==> src/rtl/fb_pkg.sv <==
// ---------------------------------------------------------------------------
// fb_pkg
// Shared definitions for the frame-buffer write arbitration slice.
//   H_ACTIVE / V_ACTIVE : visible display area in pixels / lines
//   ROW_W / COL_W       : widths of the row and column address fields
//   PIX_W               : width of a bbbb_gggg_rrrr pixel
//   FB_ADDR_W           : width of the frame-buffer address {row, col}
//   fb_wr_t             : one queued pixel write, {row, col, data}, 31 bits
//   fb_addr()           : builds the RAM address with a 1024-pixel row stride
// ---------------------------------------------------------------------------
package fb_pkg;

    localparam int H_ACTIVE  = 640;
    localparam int V_ACTIVE  = 480;

    localparam int ROW_W     = 9;
    localparam int COL_W     = 10;
    localparam int PIX_W     = 12;
    localparam int FB_ADDR_W = ROW_W + COL_W;

    typedef struct packed {
        logic [ROW_W-1:0] row;
        logic [COL_W-1:0] col;
        logic [PIX_W-1:0] data;
    } fb_wr_t;

    // The column field is a full 10 bits, so concatenation gives a
    // 1024-pixel row stride even though only 640 columns are visible.
    function automatic logic [FB_ADDR_W-1:0] fb_addr(
        input logic [ROW_W-1:0] row,
        input logic [COL_W-1:0] col
    );
        return {row, col};
    endfunction

endpackage

==> src/rtl/fb_wr_fifo.sv <==
// ---------------------------------------------------------------------------
// fb_wr_fifo
// Synchronous DEPTH-entry FIFO holding pending frame-buffer writes.
//   clk   : clock, rising edge
//   clr   : synchronous active-high reset, clears pointers and level
//   push  : store din at the tail this edge (ignored while full)
//   din   : entry to store
//   pop   : drop the head entry this edge (ignored while empty)
//   dout  : current head entry, read from registered storage
//   full  : level == DEPTH
//   empty : level == 0
//   level : number of queued entries, 0..DEPTH
// ---------------------------------------------------------------------------
module fb_wr_fifo
    import fb_pkg::*;
#(
    parameter int DEPTH = 16,
    parameter int AW    = 4
) (
    input  logic          clk,
    input  logic          clr,
    input  logic          push,
    input  fb_wr_t        din,
    input  logic          pop,
    output fb_wr_t        dout,
    output logic          full,
    output logic          empty,
    output logic [AW:0]   level
);

    localparam logic [AW:0] FULL_LEVEL = (AW+1)'(DEPTH);

    fb_wr_t        mem [DEPTH];
    logic [AW-1:0] wr_ptr;
    logic [AW-1:0] rd_ptr;
    logic          do_push;
    logic          do_pop;

    assign full    = (level == FULL_LEVEL);
    assign empty   = (level == '0);
    assign do_push = push & ~full;
    assign do_pop  = pop & ~empty;
    assign dout    = mem[rd_ptr];

    // Entry storage. It needs no reset: the level counter decides what is
    // valid, and stale contents are never presented as a write.
    always_ff @(posedge clk) begin
        if (do_push) begin
            mem[wr_ptr] <= din;
        end
    end

    // Pointers wrap naturally at DEPTH because DEPTH is a power of two.
    // A push and a pop in the same cycle move both pointers and leave the
    // level unchanged.
    always_ff @(posedge clk) begin
        if (clr) begin
            wr_ptr <= '0;
            rd_ptr <= '0;
            level  <= '0;
        end else begin
            if (do_push) begin
                wr_ptr <= wr_ptr + AW'(1);
            end
            if (do_pop) begin
                rd_ptr <= rd_ptr + AW'(1);
            end
            case ({do_push, do_pop})
                2'b10:   level <= level + (AW+1)'(1);
                2'b01:   level <= level - (AW+1)'(1);
                default: level <= level;
            endcase
        end
    end

endmodule

==> src/rtl/fb_wr_arbiter.sv <==
// ---------------------------------------------------------------------------
// fb_wr_arbiter
// Shares the single-port frame-buffer RAM between the VGA display read path
// and the game-logic pixel writer. Display reads win outright and pass
// straight through; writer requests are queued and drained while the display
// is not reading.
//   vga_clk    : 25 MHz pixel clock, rising edge
//   clr        : synchronous active-high reset
//   vga_rdn    : display read request, active-low
//   vga_row    : display row address
//   vga_col    : display column address
//   wr_valid   : writer has a pixel to store
//   wr_ready   : queue can accept; transfer on wr_valid & wr_ready
//   wr_row     : writer pixel row
//   wr_col     : writer pixel column
//   wr_data    : writer pixel, bbbb_gggg_rrrr
//   ram_addr   : frame-buffer address {row, col}
//   ram_we     : frame-buffer write enable, active-high
//   ram_din    : frame-buffer write data
//   fifo_level : entries currently queued
//   err_oob    : sticky flag, an off-screen write was dropped
//   idle       : queue empty
// ---------------------------------------------------------------------------
module fb_wr_arbiter
    import fb_pkg::*;
#(
    parameter int DEPTH = 16,
    parameter int AW    = 4
) (
    input  logic                 vga_clk,
    input  logic                 clr,
    input  logic                 vga_rdn,
    input  logic [ROW_W-1:0]     vga_row,
    input  logic [COL_W-1:0]     vga_col,
    input  logic                 wr_valid,
    output logic                 wr_ready,
    input  logic [ROW_W-1:0]     wr_row,
    input  logic [COL_W-1:0]     wr_col,
    input  logic [PIX_W-1:0]     wr_data,
    output logic [FB_ADDR_W-1:0] ram_addr,
    output logic                 ram_we,
    output logic [PIX_W-1:0]     ram_din,
    output logic [AW:0]          fifo_level,
    output logic                 err_oob,
    output logic                 idle
);

    fb_wr_t wr_entry;
    fb_wr_t head;
    logic   full;
    logic   empty;
    logic   accept;
    logic   in_range;
    logic   push;

    assign wr_entry = '{row: wr_row, col: wr_col, data: wr_data};

    // Off-screen pixels still complete their handshake so the writer never
    // stalls on them; they are simply not queued.
    assign in_range = (wr_row < ROW_W'(V_ACTIVE)) && (wr_col < COL_W'(H_ACTIVE));
    assign accept   = wr_valid & wr_ready;
    assign push     = accept & in_range;

    // Ready looks only at full, not at a same-cycle pop, so there is no
    // combinational path from vga_rdn to the writer handshake.
    assign wr_ready = ~full & ~clr;

    // Drain only while the display is idle. Gating with clr kills the write
    // in a reset cycle even though the queue still looks non-empty.
    assign ram_we   = vga_rdn & ~empty & ~clr;
    assign ram_addr = ram_we ? fb_addr(head.row, head.col)
                             : fb_addr(vga_row, vga_col);
    assign ram_din  = head.data;
    assign idle     = empty;

    fb_wr_fifo #(
        .DEPTH (DEPTH),
        .AW    (AW)
    ) u_fifo (
        .clk   (vga_clk),
        .clr   (clr),
        .push  (push),
        .din   (wr_entry),
        .pop   (ram_we),
        .dout  (head),
        .full  (full),
        .empty (empty),
        .level (fifo_level)
    );

    // Sticky error: set when an off-screen pixel is accepted and dropped,
    // held until the next reset.
    always_ff @(posedge vga_clk) begin
        if (clr) begin
            err_oob <= 1'b0;
        end else if (accept & ~in_range) begin
            err_oob <= 1'b1;
        end
    end

endmodule

==> config.mk <==
export PLATFORM = sky130hd
export DESIGN_NAME = fb_wr_arbiter
export DESIGN_NICKNAME = d
export VERILOG_FILES = /design/src/rtl/fb_pkg.sv /design/src/rtl/fb_wr_fifo.sv /design/src/rtl/fb_wr_arbiter.sv
export SDC_FILE = /design/constraint.sdc
export NUM_CORES = 1
export LEC_CHECK = 0
export BUFFER_PORTS_ARGS = -buffer_cell sky130_fd_sc_hd__buf_2
export CELL_PAD_IN_SITES_DETAIL_PLACEMENT = 1
export CELL_PAD_IN_SITES_GLOBAL_PLACEMENT = 2
export CORE_ASPECT_RATIO = 1.4
export CORE_UTILIZATION = 49
export DETAILED_ROUTE_END_ITERATION = 12
export GPL_TIMING_DRIVEN = 0
export PLACE_DENSITY_LB_ADDON = 0.1
export SYNTH_ARGS = -nofsm -noshare
export SYNTH_HDL_FRONTEND = slang
export SYNTH_SLANG_ARGS = --single-unit
==> constraint.sdc <==
create_clock -name vga_clk -period 6 [get_ports vga_clk]
set_input_delay 1.2 -clock vga_clk [delete_from_list [all_inputs] [get_ports vga_clk]]
set_output_delay 1.2 -clock vga_clk [all_outputs]
set_load 0.02 [all_outputs]
==> impl_metrics.py <==
metrics = {
    "cells_and_area": {
        "drive_above_1_share_pct": 38.73,
        "fillers": 3463,
        "n_antenna_cell": 0,
        "nNetsFinal": 1135,
        "fin_area_sq_um": 23250,
        "final_cell_count_no_fill": 1639,
        "syn_to_final_growth_pct": 16.05,
    },
    "yosys": {
        "ys_types": 50,
        "syn_nets": 955,
        "ys.flop_type": "edfxtp_1",
        "syn_inst": 892,
        "synth_edf_count": 496,
        "async_flop_share_pct": 0,
        "seq_area_frac_synth_pct": 76.14,
        "yosys_warnings": 0,
        "yosys_register_bits": 514,
        "syn_avg_cell_area_sq_um": 22.46,
        "synth_area_sq_um": 20030,
    },
    "clocking": {
        "cts_max_level": 2,
        "hold_buffers": 0,
        "cts_buffers": 47,
        "root_buffer": "clkbuf_16",
        "cts.sinks": 514,
        "clock_latency_ns": 0.56,
        "cts_tree": "yes",
        "clk_pin_slew_ns": 0.06,
        "clk_path_buf_depth": 3,
        "cts_setup_buffers": 0,
        "cts_resized": 0,
    },
    "critical_path": {
        "start_kind": "register",
        "crit_required_ns": 4.80,
        "crit_type": "reg -> out",
        "path_max_fanout": 10,
        "r2r_start": "u_fifo.level[2]",
        "worstPathArrival_ns": 3.35,
        "critPathCaptureType": "primary output",
    },
    "placed_design": {
        "dp.cells": 1557,
        "portBuffers": 92,
        "postPlaceCellArea_sq_um": 21790,
        "hpwl_um": 31160,
        "finalWeightedCongestion": 0.7033,
    },
    "floorplanning": {
        "die-area_sq_um": 41710,
        "num_rows": 87,
        "die_w_um": 172.9,
        "start_util_pct": 49.74,
        "coreArea_sq_um": 40280,
        "die_h_um": 241.3,
        "ios": 94,
    },
    "global_routing": {
        "grt_max_degree": 21,
        "grtUsageTotal_pct": 23.41,
        "grt_first_pass_wirelength_um": 69210,
        "grt_pass1_vias": 10422,
        "antenna_found_initial": 0,
        "grt_overflow": 0,
    },
    "min_path": {
        "hold_start": "err_oob",
        "hold_class": "reg -> reg",
    },
    "pwr": {
        "power.internal_mw": 6.070,
        "clock_power_share_pct": 36.2,
        "power_mw": 8.018,
        "switchingPower_mw": 1.948,
        "leakage_nw": 7.310,
        "power_frac_seq_pct": 49.8,
        "ir_drop_mv": 0.2707,
        "pwr-share-comb_pct": 14.0,
        "p_per_area_nw_per_um2": 344.8,
        "switching_share_pct": 24.29,
    },
    "sta": {
        "max_freq_ghz": 0.2196,
        "finalCritPeriodShare_pct": 75.91,
        "setup_viol": 0,
        "hold_viol_final": 0,
        "tns_ns": 0,
        "finalMaxSlewViolations": 0,
        "fin_crit_ns": 4.555,
        "slew_headroom_pct": 32.63,
        "worst_slew_pin_slew_ns": 1.011,
        "grt_setup_unrepaired": "false",
        "fin_worst_skew_ns": 0.01637,
        "whs_ns": 0.4711,
    },
    "flow_run": {
        "maxCapViolations": 0,
    },
    "drt": {
        "first_iter_violations": 820,
        "vias": 9757,
        "drt_pre_antenna_iters": 5,
        "drt_wl_total_um": 47310,
        "drcViolationCount": 0,
        "viasPerCell": 5.953,
        "post_drt_wl_per_cell_um": 28.87,
        "ant_nets": 0,
    },
    "status": {
        "outcome": "complete, no violations",
    },
}
[final cells by class]
type / count / area [sq um] / share of cell area (%)
multi-input cells: 319 / 4577 / 19.69
well taps: 534 / 668.1 / 2.874
inverters: 6 / 22.52 / 0.09687
flip-flops and latches: 514 / 15250 / 65.61
clock buffers: 62 / 1252 / 5.387
repair buffers: 131 / 985.9 / 4.241
plain buffers: 53 / 282.8 / 1.216
clock inverters: 20 / 206.4 / 0.8880
[worst paths after layout]
path / end / slack [ns] / depth (start not counted)
min: err_oob / 0.47 / 2
max: ram_din[3] / 1.45 / 6
max reg2reg: u_fifo.level[4] / 2.54 / 14
min reg2reg: err_oob / 0.47 / 2
[routing by layer]
| metal | global-route usage [%] | up-vias | share of wire (%) |
|---|---|---|---|
| met2 | 43.06 | 285 | 54 |
| met1 | 29.30 | 5253 | 39 |
| met4 | 6.865 | 0 | 2.4 |
| li1 | - | 4148 | - |
| met5 | 0 | - | 0 |
| met3 | 2.746 | 71 | 4.6 |
[synthesized netlist by cell type (5+ instances only)]
| cell | instances | share of area, % |
|---|---|---|
| inv_1 | 5 | 0.094 |
| o22ai_2 | 10 | 0.62 |
| o22ai_1 | 30 | 0.94 |
| ha_1 | 9 | 0.56 |
| buf_4 | 6 | 0.22 |
| a21oi_2 | 19 | 0.83 |
| edfxtp_1 | 496 | 74 |
| nand3_1 | 8 | 0.20 |
| mux4_2 | 136 | 15 |
| nor3_1 | 8 | 0.20 |
| nand2_1 | 9 | 0.17 |
| dfxtp_1 | 18 | 1.8 |
| nor2_1 | 21 | 0.39 |
| clkbuf_1 | 23 | 0.43 |
| nand2b_1 | 5 | 0.16 |
| buf_2 | 16 | 0.40 |
| mux2_2 | 19 | 1.1 |
[cells in the final DEF, fill, tap and decap left out, drive strengths merged, types with 2 or more instances in the layout]
cell type  instances
edfxtp           496
buf              159
mux4             136
clkbuf            87
o22ai             40
a21oi             23
nor2              21
mux2              19
dfxtp             18
clkinv            15
nand2              9
ha                 9
nand3              8
nor3               8
inv                7
nand2b             5
o21ai              5
xor2               4
bufinv             4
mux2i              3
o211a              3
nor3b              3
or3                2
a221o              2
o21a               2
o211ai             2
o2111ai            2
[critical path: stages (launching register included)]
cell and delay, ns:
dfxtp_1 0.31, clkbuf_1 0.21, buf_2 0.40, clkbuf_1 0.75, mux4_2 0.41, mux4_2 0.52
buf_2 0.18
[sequential cells by signal, summed over array words and instances (netlist names), named ones only]
signal         flops
u_fifo.wr_ptr      4
u_fifo.level       5
err_oob            1
u_fifo.mem       496
u_fifo.rd_ptr      4
[power groups by stage]
stage / logic (mW) / clock network [mW] / registers [mW]
detailed placement: 1.14 / 0 / 4.07
CTS: 1.15 / 2.96 / 4.00
global placement: 1.11 / 0 / 4.07
global route: 1.21 / 3.04 / 4.00
floorplan: 0.746 / 0 / 4.08
finish: 1.12 / 2.90 / 3.99
[per-stage QoR]
step	utilization (%)	setup WS (ns)
finish	57.73	1.445
global route	57.73	1.339
CTS	57.73	1.396
detailed placement	54.10	1.640
global placement	52.54	-2.865
floorplan	-	1.295
[cells by family after synthesis]
kind of cell,share of synthesized area (%)
flip-flops,76.14
multiplexers,16.51
AO/OA/AOI/OAI,3.572
AND/OR/NAND/NOR,1.474
buffers and inverters,1.524
adder cells (fa/ha/maj),0.5621
XOR/XNOR,0.2186
Note: power is estimated with default switching activity, not from simulation.
